## src/rtl/audio_ctrl_pkg.sv

```systemverilog
// rtl/audio_ctrl_pkg.sv - shared types and defaults for the audio record/playback controller
//
// Purpose : recorder FSM state encoding and default parameter values.
// Ports   : none (package).

package audio_ctrl_pkg;

  localparam int ADDR_W_DEFAULT    = 16;
  localparam int DB_CYCLES_DEFAULT = 100000;

  typedef enum logic [1:0] {
    IDLE   = 2'd0,
    RECORD = 2'd1,
    PLAY   = 2'd2
  } state_e;

endpackage

```

## src/rtl/button_debounce.sv

```systemverilog
// rtl/button_debounce.sv - push-button debouncer producing one pulse per accepted press
//
// Purpose : counts consecutive high samples of a synchronized button and emits
//           a single-cycle pulse when the count reaches DB_CYCLES.
// Ports   : clk_i    - clock
//           resetn_i - synchronous active-low reset
//           btn_i    - synchronized button level
//           press_o  - one-cycle pulse, combinational, on the accepting clock

module button_debounce
  import audio_ctrl_pkg::*;
#(
  parameter int DB_CYCLES = DB_CYCLES_DEFAULT
) (
  input  logic clk_i,
  input  logic resetn_i,
  input  logic btn_i,
  output logic press_o
);

  localparam int CNT_W = $clog2(DB_CYCLES + 1);
  localparam logic [CNT_W-1:0] CNT_MAX    = CNT_W'(DB_CYCLES);
  localparam logic [CNT_W-1:0] CNT_ACCEPT = CNT_W'(DB_CYCLES - 1);
  localparam logic [CNT_W-1:0] CNT_ONE    = CNT_W'(1);

  logic [CNT_W-1:0] cnt_q, cnt_d;
  logic             pressed_q, pressed_d;

  // The pulse fires on the clock that sees the DB_CYCLES-th consecutive high
  // sample, so the consumer acts on that same edge. The counter saturates and
  // pressed_q blocks repeats until the button is released.
  always_comb begin
    cnt_d     = cnt_q;
    pressed_d = pressed_q;
    press_o   = 1'b0;
    if (!btn_i) begin
      cnt_d     = '0;
      pressed_d = 1'b0;
    end else begin
      if (cnt_q != CNT_MAX) cnt_d = cnt_q + CNT_ONE;
      if (cnt_q == CNT_ACCEPT && !pressed_q && resetn_i) begin
        press_o   = 1'b1;
        pressed_d = 1'b1;
      end
    end
  end

  always_ff @(posedge clk_i) begin
    if (!resetn_i) begin
      cnt_q     <= '0;
      pressed_q <= 1'b0;
    end else begin
      cnt_q     <= cnt_d;
      pressed_q <= pressed_d;
    end
  end

endmodule

```

## src/rtl/audio_rec_ctrl.sv

```systemverilog
// rtl/audio_rec_ctrl.sv - record/playback controller sequencing a sample memory
//
// Purpose : IDLE/RECORD/PLAY state machine driven by debounced record/play
//           buttons; steps the sample-memory address on each sample_tick.
// Ports   : clock       - clock
//           reset       - synchronous active-low reset
//           rec_btn     - record button (synchronized)
//           play_btn    - play button (synchronized)
//           sample_tick - one-cycle strobe at the sample rate
//           mem_addr    - sample-memory address
//           mem_we      - sample-memory write enable
//           play_en     - audio output stage enable
//           rec_active  - high while recording
//           play_active - high while playing
//           rec_len     - length of the last recording in samples

module audio_rec_ctrl
  import audio_ctrl_pkg::*;
#(
  parameter int ADDR_W    = ADDR_W_DEFAULT,
  parameter int DB_CYCLES = DB_CYCLES_DEFAULT
) (
  input  logic              clock,
  input  logic              reset,
  input  logic              rec_btn,
  input  logic              play_btn,
  input  logic              sample_tick,
  output logic [ADDR_W-1:0] mem_addr,
  output logic              mem_we,
  output logic              play_en,
  output logic              rec_active,
  output logic              play_active,
  output logic [ADDR_W:0]   rec_len
);

  localparam logic [ADDR_W-1:0] ADDR_ONE  = ADDR_W'(1);
  localparam logic [ADDR_W-1:0] ADDR_LAST = {ADDR_W{1'b1}};
  localparam logic [ADDR_W:0]   LEN_ONE   = (ADDR_W + 1)'(1);

  state_e            state_q;
  logic [ADDR_W-1:0] mem_addr_q;
  logic [ADDR_W:0]   rec_len_q;
  logic              rec_active_q;
  logic              play_active_q;

  logic rec_press;
  logic play_press;
  logic play_last;

  button_debounce #(.DB_CYCLES(DB_CYCLES)) u_rec_db (
    .clk_i    (clock),
    .resetn_i (reset),
    .btn_i    (rec_btn),
    .press_o  (rec_press)
  );

  button_debounce #(.DB_CYCLES(DB_CYCLES)) u_play_db (
    .clk_i    (clock),
    .resetn_i (reset),
    .btn_i    (play_btn),
    .press_o  (play_press)
  );

  // Last sample of the stored clip; rec_len is never zero while in PLAY.
  assign play_last = ({1'b0, mem_addr_q} == (rec_len_q - LEN_ONE));

  always_ff @(posedge clock) begin
    if (!reset) begin
      state_q       <= IDLE;
      mem_addr_q    <= '0;
      rec_len_q     <= '0;
      rec_active_q  <= 1'b0;
      play_active_q <= 1'b0;
    end else begin
      case (state_q)
        IDLE: begin
          // Record has priority over a simultaneous play press.
          if (rec_press) begin
            state_q      <= RECORD;
            mem_addr_q   <= '0;
            rec_len_q    <= '0;
            rec_active_q <= 1'b1;
          end else if (play_press && rec_len_q != '0) begin
            state_q       <= PLAY;
            mem_addr_q    <= '0;
            play_active_q <= 1'b1;
          end
        end
        RECORD: begin
          // A tick coinciding with a stop press is still written and counted.
          if (sample_tick) rec_len_q <= rec_len_q + LEN_ONE;
          if ((sample_tick && mem_addr_q == ADDR_LAST) || rec_press) begin
            state_q      <= IDLE;
            mem_addr_q   <= '0;
            rec_active_q <= 1'b0;
          end else if (sample_tick) begin
            mem_addr_q <= mem_addr_q + ADDR_ONE;
          end
        end
        PLAY: begin
          if (play_press || (sample_tick && play_last)) begin
            state_q       <= IDLE;
            mem_addr_q    <= '0;
            play_active_q <= 1'b0;
          end else if (sample_tick) begin
            mem_addr_q <= mem_addr_q + ADDR_ONE;
          end
        end
        default: begin
          state_q       <= IDLE;
          mem_addr_q    <= '0;
          rec_active_q  <= 1'b0;
          play_active_q <= 1'b0;
        end
      endcase
    end
  end

  // Status outputs are forced low while reset is held, before the edge clears them.
  assign mem_we      = reset & sample_tick & (state_q == RECORD);
  assign rec_active  = reset & rec_active_q;
  assign play_active = reset & play_active_q;
  assign play_en     = reset & play_active_q;
  assign mem_addr    = mem_addr_q;
  assign rec_len     = rec_len_q;

endmodule

```

## config.mk

```make
export PLATFORM = sky130hd
export DESIGN_NAME = audio_rec_ctrl
export DESIGN_NICKNAME = d
export VERILOG_FILES = /design/src/rtl/audio_ctrl_pkg.sv /design/src/rtl/button_debounce.sv /design/src/rtl/audio_rec_ctrl.sv
export SDC_FILE = /design/constraint.sdc
export NUM_CORES = 1
export LEC_CHECK = 0
export BUFFER_PORTS_ARGS = -buffer_cell sky130_fd_sc_hd__buf_2
export CORE_MARGIN = 1
export CORE_UTILIZATION = 50
export DETAILED_ROUTE_END_ITERATION = 12
export HOLD_SLACK_MARGIN = 0.03
export PLACE_DENSITY = 0.69
export SLEW_MARGIN = 25
export SYNTH_ARGS = -nofsm -noshare
export SYNTH_HDL_FRONTEND = slang
export SYNTH_HIERARCHICAL = 1
export SYNTH_SLANG_ARGS = --single-unit
export TNS_END_PERCENT = 30
```

## constraint.sdc

```tcl
create_clock -name clock -period 10.41 [get_ports clock]
set_input_delay 3.123 -clock clock [delete_from_list [all_inputs] [get_ports clock]]
set_output_delay 3.123 -clock clock [all_outputs]
set_load 0.05 [all_outputs]
```

======== After elaboration in Yosys (flattened, before gate mapping) ========
Index checks and enable logic that the tools add are counted.
operators by class
  add/sub/neg operators ................... 5
  equality and inequality tests ........... 15
  bitwise gates (word level) .............. 6
  reductions and logical operators ........ 20
  muxes and demuxes ....................... 25
operator list
  operator                                             number
  two-way mux 16 bit                                   5
  adder 17 x 1 -> 17 bit (second input constant)       3
  case mux 16 bit (3 select lines)                     1
  == test 17 bit (second input constant)               2
  two-way mux 17 bit                                   2
  inequality test 17 bit (second input constant)       2
  case mux 17 bit (2 select lines)                     1
  == test 16 x 17 -> 1 bit                             1
  nonzero test 17 bit                                  1
  subtractor 17 x 1 -> 17 bit (second input constant)  1
  adder 16 x 1 -> 16 bit (second input constant)       1
  == test 16 bit (second input constant)               1
  inequality test 2 bit (second input constant)        6
  two-way mux 1 bit                                    9
  AND reduction 3 bit                                  3
  two-way mux 2 bit                                    4
  logical AND 1 bit                                    7
  case mux 1 bit (3 select lines)                      2
  case mux 2 bit (3 select lines)                      1
  bitwise AND 1 bit                                    4
  AND reduction 2 bit                                  2
  AND reduction 4 bit                                  1
  inequality test 3 bit (second input constant)        1
  == test 2 x 1 -> 1 bit (second input constant)       1
  other kinds (6)                                      9
word-level totals
  word-level logic and storage cells ...... 80
  input bits .............................. 5
  bits in registers ....................... 73
  output and inout port bits .............. 37

======== Longest topological paths before layout ========
Gate-level depths: netlist of run 1.
  depth in word-level cells ............... 9
  gate-level depth with buffers ........... 11
  gate-level depth less buffers ........... 11

======== Cells and area by module ========
The synthesis of run 1 kept the hierarchy.
modules (own cells, without submodules)
  module           area each (um^2)  cells an instance  instances  seq. area each (um^2)
  audio_rec_ctrl   2502.4            324                1          740.7
  button_debounce  869.6             106                2          360.3

======== Least setup slack after synthesis of run 1 ========
OpenSTA, ideal clock, no wires.
  path type ............................... in2out
  start point ............................. in sample_tick
  end point ............................... out mem_we
  required time ........................... 7.287 ns
  buffers on the path ..................... 1
  arrival ................................. 3.862 ns
  stages on the path ...................... 2
  slack ................................... 3.425 ns
  cells stage by stage .................... clkbuf_1 and3_1
on the way
  word-level cells in the longest chain between the ends .. 2
ends and longest elaborated chain
  element                         line                   RTL
  start, declared                 audio_rec_ctrl.sv:27   input logic sample_tick,
  bitwise AND 1 bit (2 in a row)  audio_rec_ctrl.sv:120  assign mem_we = reset & sample_tick & (state_q == RECORD);
  end, declared                   audio_rec_ctrl.sv:29   output logic mem_we,
Every way passes these cells.

======== Final worst setup path of run 1 ========
  start point ............................. in reset
  end point ............................... out mem_we
on the way
  word-level cells in the longest chain between the ends .. 2
ends and longest elaborated chain
  element                         line                   RTL
  start, declared                 audio_rec_ctrl.sv:24   input logic reset,
  bitwise AND 1 bit (2 in a row)  audio_rec_ctrl.sv:120
Every way passes these cells.

==> run metrics, run 1 <==
Final Max Slew Viols=0; f_max=0.1440 GHz; Slew @ Worst Pin=0.7614 ns; CTS root buf=clkbuf_8; largest net degree at the start of global routing=26; Post-Syn Instances=536; critical path, cell by cell=buf_2 -> and3_1 -> buf_2; initial antenna violation count=0; relative max-transition margin=0.4913; Worst-path clk slew=0.07 ns; first-pass iteration count of the detailed router=5; Max Cap Viol=0; Clock Tree Buf Depth=2; Ys Warns=6; clock buffer count from CTS=9; min-delay worst type=reg2reg; post-synth top area share=0.3445; share of cells above drive strength 1=0.1259; GPL Wtd Cong=0.8574; Post-Route WL=9357 um; TritonCTS clock tree=yes; fin crit share=0.6671; worst vdd ir=0.1014 mV; number of global-route vias before repair=3420; ANT cells=0; synthesized flop and latch total=73; Setup crit end kind=output pin; Crit Path Max Fanout=13; Post-DP HPWL=6706 um; 1st-iter DRT viols=160; Pwr Density=128.9 nW/um^2; Async SR Flop Fraction=0; leakage=1.766 nW; startpoint types=input port; vias=3893; max incr delay on CP=approximately 0.27 ns; Worst path slowest cell=buf_2; crit path DAT=3.82 ns; minimum clock period=around 7 ns; Die W=approximately 94 um; final net count=582; main flop type after synthesis=dfxtp_1; # hold bufs at CTS=0; row count=33; Final Skew=0.01241 ns; Vias/cell=5.750; Netlist cell types=59; commonest non-fill, non-tap cell in the layout=dfxtp_1; Initial Utilization=0.5162; Post-synth EDFFs=0; TNS Setup=0 ns; grt ovf=0; Total GRT Usage=0.2199; kind of critical path=in2out; commonest non-fill, non-tap cells in the layout=dfxtp_1, nor2_1, nand2_1; Final Hold Fails=0; synthesized cell area=4242 sq um; cell mode on critical path=buf_2; area leader, netlist=dfxtp_1; Tot Pwr=615.2 uW; Clock Sinks=73; I/O Pins=42; Post-CTS Setup Inserts=0; post-layout util=0.5809; chip height=roughly 94 um; post-synthesis compound-gate area fraction=0.1431; PortBufs=41; H-Tree Depth=3; largest family of logic cells by synthesized area=simple AND/OR/NAND/NOR gates; Final ANT Viol Nets=0; clk_lat worst skew=roughly 0.34 ns; Syn Area/Cell=about 7.9 sq um; Synth Net Count=551; post-cts gate resize count=0; Synth area leaders=dfxtp_1, xnor2_1, nor2_1; register area share after synthesis=0.3445; adder-cell share of the synthesized area=0.02950; WL/cell=13.82 um; Syn-to-layout area delta=12.54%; unrepaired setup endpoints after global routing=false; # setup viols final=0; die area=8856 sq um; Post-Synth Simple-Gate Area=0.3162; XOR/XNOR share of the synthesized area=0.1094; mux contribution to synthesized area=0.009735; Worst EP required=7.29 ns; first-pass GRT wire length=15570 um; Core ar.=8217 sq um; run status=finished, final reports clean; detailed-route DRC error count=0
-- sequential cells by signal, summed over array words and instances, names as in the netlist --
name / count
mem_addr: 16
play_active_q: 1
rec_active_q: 1
rec_len: 17
state_q: 2
u_play_db/cnt_q: 17
u_play_db/pressed_q: 1
u_rec_db/cnt_q: 17
u_rec_db/pressed_q: 1
-- final timing paths --
| check | slack (ns) | from | endpoint | depth (start not counted) |
|---|---|---|---|---|
| max reg2reg | 6.21 | rec_len[0]$_SDFFE_PN0P_ | mem_addr[9]$_SDFFE_PN0P_ | 10 |
| min reg2reg | 0.46 | u_rec_db/pressed_q$_SDFFE_PN0P_ | u_rec_db/pressed_q$_SDFFE_PN0P_ | 2 |
| max | 3.47 | reset | mem_we | 3 |
| min | 0.46 | u_rec_db/pressed_q$_SDFFE_PN0P_ | u_rec_db/pressed_q$_SDFFE_PN0P_ | 2 |
-- per-layer routing --
metal / wire length [um] / part of all wire / GRT usage / up-vias
li1: - / - / - / 1972
met1: 4298 / 0.46 / 0.2789 / 1811
met2: 4489 / 0.48 / 0.3729 / 93
met3: 392 / 0.042 / 0.03074 / 17
met4: 177 / 0.019 / 0.08846 / 0
met5: 0 / 0 / 0 / -
-- critical path: cells and delay by family --
kind	cells	cell delay, ns
buf+inv	2	0.48
simple gates	1	0.22
-- logic make-up (layout without fill, tap and decap cells) --
group	Yosys count	in the layout
DFF	73	73
buffers and inverters	49	85
AOI/OAI and AO/OA	91	91
muxes	4	4
and+or+nand+nor	256	256
xor gates and xnor gates	53	53
adders and majority gates	10	10
-- synth_stat cells (all sizes together), types with 2 or more instances --
cell     instances
dfxtp           73
nor2            67
nand2           49
xnor2           40
nand3           31
inv             28
nor3            24
a21oi           23
o21ai           21
nand4           19
clkbuf          16
xor2            13
nor4            12
or3             11
ha              10
or4              9
a21o             8
and2             6
and3             6
a211o            5
buf              5
a31oi            4
nor3b            4
o21bai           4
a211oi           3
mux2i            3
nand2b           3
o211ai           3
o31ai            3
a2111oi          2
a21boi           2
a31o             2
a41o             2
and4             2
nand3b           2
nand4b           2
nor2b            2
o2111ai          2
o2bb2ai          2
or2b             2
-- per-stage QoR --
| step | hold slack [ns] | cells | setup slack, ns | area (sq um) |
|---|---|---|---|---|
| after floorplan | 0.4371 | 536 | 3.425 | 4242 |
| after global placement | 0.4439 | 661 | 3.459 | 4482 |
| after detailed placement | 0.4483 | 661 | 3.442 | 4482 |
| after CTS | 0.4591 | 677 | 3.441 | 4773 |
| after global routing | 0.4881 | 677 | 3.388 | 4773 |
| final | 0.4560 | 677 | 3.466 | 4773 |
-- report_power, final --
part / internal, mW / total, mW / switching [mW]
combinational: 0.00462 / 0.0157 / 0.0111
sequential: 0.280 / 0.281 / 0.00125
clock: 0.215 / 0.318 / 0.104
total: 0.499 / 0.615 / 0.116
-- final cells by class --
cell class	count	area, sq um
clock buffer	11	141.4
clock inverter	5	150.1
fill	774	3443
inverter	28	105.1
multi-input combinational	414	2579
sequential	73	1461
tap	105	131.4
timing repair buffer	41	205.2
Power figures use the tool's default switching activity.
==> inputs of run 2 (changes only) <==
clock period = 6.84 ns   (was 10.41 ns; I/O delays follow)
==> run 2 against run 1 <==
- worst setup slack worse by 1.4 ns
- critical path depth stayed put
- sequential cell count stayed put
- non-clock buffer count stayed put
- clock skew is 0.00087 ns lower
- sequential power is 52% higher
- wire length is 0.72% higher
- register-to-register slack worse by 3.4 ns
==> run metrics, run 2 (same netlist as run 1, synthesis figures left out) <==
run status=finished, final reports clean; initial antenna violation count=0 (unchanged); Crit Path Max Fanout=13 (unchanged); first-pass iteration count of the detailed router=4 (-1); vias=3839 (-1.4%); Final Hold Fails=0 (unchanged); Post-CTS Setup Inserts=0 (unchanged); Final Skew=0.01154 ns (-0.0008657 ns); I/O Pins=42 (unchanged); unrepaired setup endpoints after global routing=false; WL/cell=13.92 um (+0.72%); ANT cells=0 (unchanged); Post-Route WL=9424 um (+0.72%); final net count=582 (unchanged); Total GRT Usage=0.2275 (+0.007655); TritonCTS clock tree=yes; relative max-transition margin=0.5415 (+0.05027); clk_lat worst skew=0.36 ns (+0.02 ns); Clock Tree Buf Depth=2 (unchanged); TNS Setup=0 ns (unchanged); chip height=94.11 um (unchanged); worst vdd ir=0.07890 mV (-22%); hold depth=2 (unchanged); Setup crit end kind=output pin; Syn-to-layout area delta=10.86%; die area=8856 sq um (unchanged); GPL Wtd Cong=0.8684 (+1.3%); clock buffer count from CTS=9 (unchanged); Core ar.=8217 sq um (unchanged); Inst Count DP=661 (unchanged); CTS root buf=clkbuf_8; PortBufs=41 (unchanged); min-delay worst type=reg2reg; Worst-path clk slew=0.08 ns (about the same); kind of critical path=in2out; 1st-iter DRT viols=105 (-34%); Post-DP HPWL=6779 um (+1.1%); number of global-route vias before repair=3578 (+4.6%); Worst EP required=4.79 ns (-2.50 ns); Clock Sinks=73 (unchanged); first-pass GRT wire length=15950 um (+2.4%); post-cts gate resize count=0 (unchanged); Max Cap Viol=0 (unchanged); commonest non-fill, non-tap cells in the layout=dfxtp_1, nor2_1, nand2_1; grt ovf=0 (unchanged); Vias/cell=5.671 (-1.4%); leakage=1.735 nW (-1.7%); Final ANT Viol Nets=0 (unchanged); Slew @ Worst Pin=0.6824 ns (-0.07900 ns); commonest non-fill, non-tap cell in the layout=dfxtp_1; # setup viols final=0 (unchanged); minimum clock period=roughly 4.8 ns; detailed-route DRC error count=0 (unchanged); largest net degree at the start of global routing=26 (unchanged); Pwr Density=177.2 nW/um^2 (+37%); f_max=approximately 0.21 GHz; worst reg-to-reg path cell count=10 (unchanged); Die W=94.11 um (unchanged); H-Tree Depth=3 (unchanged); Initial Utilization=0.5162 (unchanged); fin crit share=0.7031; row count=33 (unchanged); crit path DAT=2.76 ns (-1.06 ns); Final Max Slew Viols=0 (unchanged); non-filler cells, final=677 (unchanged); startpoint types=input port; share of cells above drive strength 1=0.1259 (unchanged); # hold bufs at CTS=0 (unchanged)
run 2: through the flow:
step / instance area (sq um) / power [mW] / hold WS (ns) / util / worst slack (ns)
3_5_place_dp: 4482 / 0.4619 / 0.4593 / 0.5455 / 1.969
4_1_cts: 4702 / 0.8427 / 0.4731 / 0.5723 / 2.015
6_report: 4702 / 0.8331 / 0.4733 / 0.5723 / 2.031
2_1_floorplan: 4242 / 0.4550 / 0.4371 / - / 1.997
3_3_place_gp: 4482 / 0.4614 / 0.4438 / 0.5455 / 2.042
5_1_grt: 4702 / 0.8677 / 0.4961 / 0.5723 / 1.932
run 2: path summary, 6_finish.rpt:
| path | slack [ns] | end | from |
|---|---|---|---|
| setup / recovery | 2.03 | mem_we | reset |
| hold / removal | 0.47 | u_play_db/pressed_q$_SDFFE_PN0P_ | u_play_db/pressed_q$_SDFFE_PN0P_ |
| setup reg to reg | 2.86 | mem_addr[13]$_SDFFE_PN0P_ | rec_len[0]$_SDFFE_PN0P_ |
| hold reg to reg | 0.47 | u_play_db/pressed_q$_SDFFE_PN0P_ | u_play_db/pressed_q$_SDFFE_PN0P_ |
run 2: layout make-up:
cell class / instances / area (sq um)
repair buffers: 41 / 205.2
flip-flops and latches: 73 / 1461
inverters: 28 / 105.1
clock buffers: 11 / 141.4
well taps: 105 / 131.4
multi-input cells: 414 / 2579
fillers: 775 / 3515
clock inverters: 5 / 78.83
run 2: per-layer routing:
metal | global-route usage | share of wire
met5 | 0 | 0
met4 | 0.08333 | 0.013
met3 | 0.05825 | 0.039
met2 | 0.3893 | 0.48
met1 | 0.2726 | 0.47
run 2: worst max-delay path, stage by stage:
cell and delay [ns]:
buf_2 0.21, and3_1 0.22, buf_2 0.27
run 2: report_power, final:
| group | total, mW | internal [mW] | switching (mW) |
|---|---|---|---|
| clock | 0.381 | 0.215 | 0.166 |
| sequential | 0.428 | 0.426 | 0.00187 |
| combinational | 0.0239 | 0.00697 | 0.0169 |
==> inputs of run 3 (changes only) <==
clock period = 4.5 ns   (was 6.84 ns; I/O delays follow)
==> run 3 against run 2 <==
- register-to-register slack got worse by 2.1 ns
- sequential share of layout area down 0.25 points
- sequential power up 52%
- first-iteration DRC count up 60%
- clock skew up 0.00089 ns
- final area rose by 0.80%
- via count grew 1.0%
- total power grew 57%
- critical endpoint is now mem_addr[13]$_SDFFE_PN0P_
- non-clock buffer count rose by 3
- worst setup slack worse by 1.2 ns
- core utilization increased by 0.46 points
- global-route usage is 0.44 points higher
==> run metrics, run 3 (same netlist as run 1, synthesis figures left out) <==
run status=finished, final reports clean; Worst EP required=4.75 ns (-0.04 ns); Vias/cell=5.703 (+0.57%); chip height=94.11 um (unchanged); relative max-transition margin=0.5205 (-0.02108); largest net degree at the start of global routing=26 (unchanged); row count=33 (unchanged); final net count=585 (+0.52%); Post-CTS Setup Inserts=0 (unchanged); die area=8856 sq um (unchanged); Post-Route WL=9679 um (+2.7%); post-cts gate resize count=0 (unchanged); Final ANT Viol Nets=0 (unchanged); post-layout util=0.5768 (+0.004569); commonest non-fill, non-tap cell in the layout=dfxtp_1; CTS root buf=clkbuf_8; Final Skew=0.01244 ns (+0.0008921 ns); Max Cap Viol=0 (unchanged); # hold bufs at CTS=0 (unchanged); Worst-path clk slew=0.08 ns (about the same); Final Max Slew Viols=0 (unchanged); minimum clock period=3.713 ns; Slew @ Worst Pin=0.7127 ns (+0.03030 ns); Initial Utilization=0.5162 (unchanged); fin crit share=0.8252; Clock Sinks=73 (unchanged); # setup viols final=0 (unchanged); PortBufs=41 (unchanged); startpoint types=flop; detailed-route DRC error count=0 (unchanged); H-Tree Depth=3 (unchanged); share of cells above drive strength 1=0.1287 (+0.002822); first-pass iteration count of the detailed router=5 (+1); leakage=1.754 nW (+1.1%); TNS Setup=0 ns (unchanged); first-pass GRT wire length=16200 um (+1.6%); Pwr Density=276.0 nW/um^2 (+56%); clock buffer count from CTS=9 (unchanged); WL/cell=14.23 um (+2.3%); Core ar.=8217 sq um (unchanged); Total GRT Usage=0.2319 (+0.004430); 1st-iter DRT viols=168 (+60%); Clock Tree Buf Depth=2 (unchanged); multi-input logic area=2579 sq um (unchanged); Setup crit end kind=flop; min-delay worst type=reg2reg; commonest non-fill, non-tap cells in the layout=dfxtp_1, nor2_1, nand2_1; Post-Layout Inst Area=4740 sq um (+0.80%); Crit Path Max Fanout=25 (+12); fillers=772 (-0.39%); GPL Wtd Cong=0.9617 (+11%); f_max=0.2693 GHz; ANT cells=0 (unchanged); vias=3878 (+1.0%); Post-DP HPWL=6948 um (+2.5%); number of global-route vias before repair=3552 (-0.73%); Die W=94.11 um (unchanged); initial antenna violation count=0 (unchanged); I/O Pins=42 (unchanged); unrepaired setup endpoints after global routing=false; Final Hold Fails=0 (unchanged); kind of critical path=reg2reg; register area=1461 sq um (unchanged); worst vdd ir=0.1749 mV (+120%); clk_lat worst skew=0.36 ns (about the same); grt ovf=0 (unchanged); Syn-to-layout area delta=11.74%; TritonCTS clock tree=yes; crit path DAT=3.96 ns (+1.20 ns); Placed Area=4504 sq um (+0.50%)
-- run 3: changes by cell type in the layout (fill, tap and decap cells not counted) --
cell	before	now
buf_4	0	3
clkbuf_1	1	2
clkbuf_8	10	9
clkinv_2	2	1
bufinv_16	2	3
-- run 3: worst paths after layout --
check                                                      start  slack, ns                          endpoint  depth (start not counted)
worst min-delay path            u_play_db/pressed_q$_SDFFE_PN0P_       0.46  u_play_db/pressed_q$_SDFFE_PN0P_                          2
worst min register to register  u_play_db/pressed_q$_SDFFE_PN0P_       0.46  u_play_db/pressed_q$_SDFFE_PN0P_                          2
worst max register to register           rec_len[0]$_SDFFE_PN0P_       0.79         mem_addr[13]$_SDFFE_PN0P_                         10
worst max-delay path                     rec_len[0]$_SDFFE_PN0P_       0.79         mem_addr[13]$_SDFFE_PN0P_                         10
-- run 3: cell type report --
class | count | area share
tap | 105 | 0.02772
timing repair buffer | 44 | 0.04805
multi-input combinational | 414 | 0.5441
clock inverter | 5 | 0.02191
inverter | 28 | 0.02218
clock buffer | 11 | 0.02772
sequential | 73 | 0.3083
-- run 3: worst max-delay path: stages, from the launching register on --
cell       delay, ns
dfxtp_1         0.38
inv_1           0.11
ha_1            0.25
nor3b_1         0.55
a31oi_1         0.17
a2111oi_0       0.47
o211ai_1        0.16
or4_4           0.57
a21oi_4         0.54
nor3_1          0.12
a211o_1         0.29
-- run 3: metrics by stage --
| step | total power, mW | std cells | hold slack [ns] | setup slack (ns) |
|---|---|---|---|---|
| floorplan | 0.6916 | 536 | 0.4371 | 1.061 |
| global placement | 0.7039 | 664 | 0.4434 | 0.8930 |
| detailed placement | 0.7043 | 664 | 0.4534 | 0.7409 |
| CTS | 1.320 | 680 | 0.4637 | 0.8314 |
| global route | 1.351 | 680 | 0.4900 | 0.5176 |
| finish | 1.308 | 680 | 0.4577 | 0.7865 |
-- run 3: power by group --
part / total (mW) / leakage, nW / switching, mW / internal (mW)
Combinational: 0.0384 / 1.05 / 0.0258 / 0.0125
Clock: 0.619 / 0.118 / 0.250 / 0.369
Sequential: 0.651 / 0.588 / 0.00284 / 0.648
Total: 1.31 / 1.75 / 0.279 / 1.03
-- run 3: routing by layer --
layer	vias up	part of all wire	GRT usage
met5	-	0	0
li1	1969	-	-
met2	89	0.49	0.3996
met4	0	0.018	0.08333
met1	1798	0.43	0.2787
met3	22	0.053	0.05583
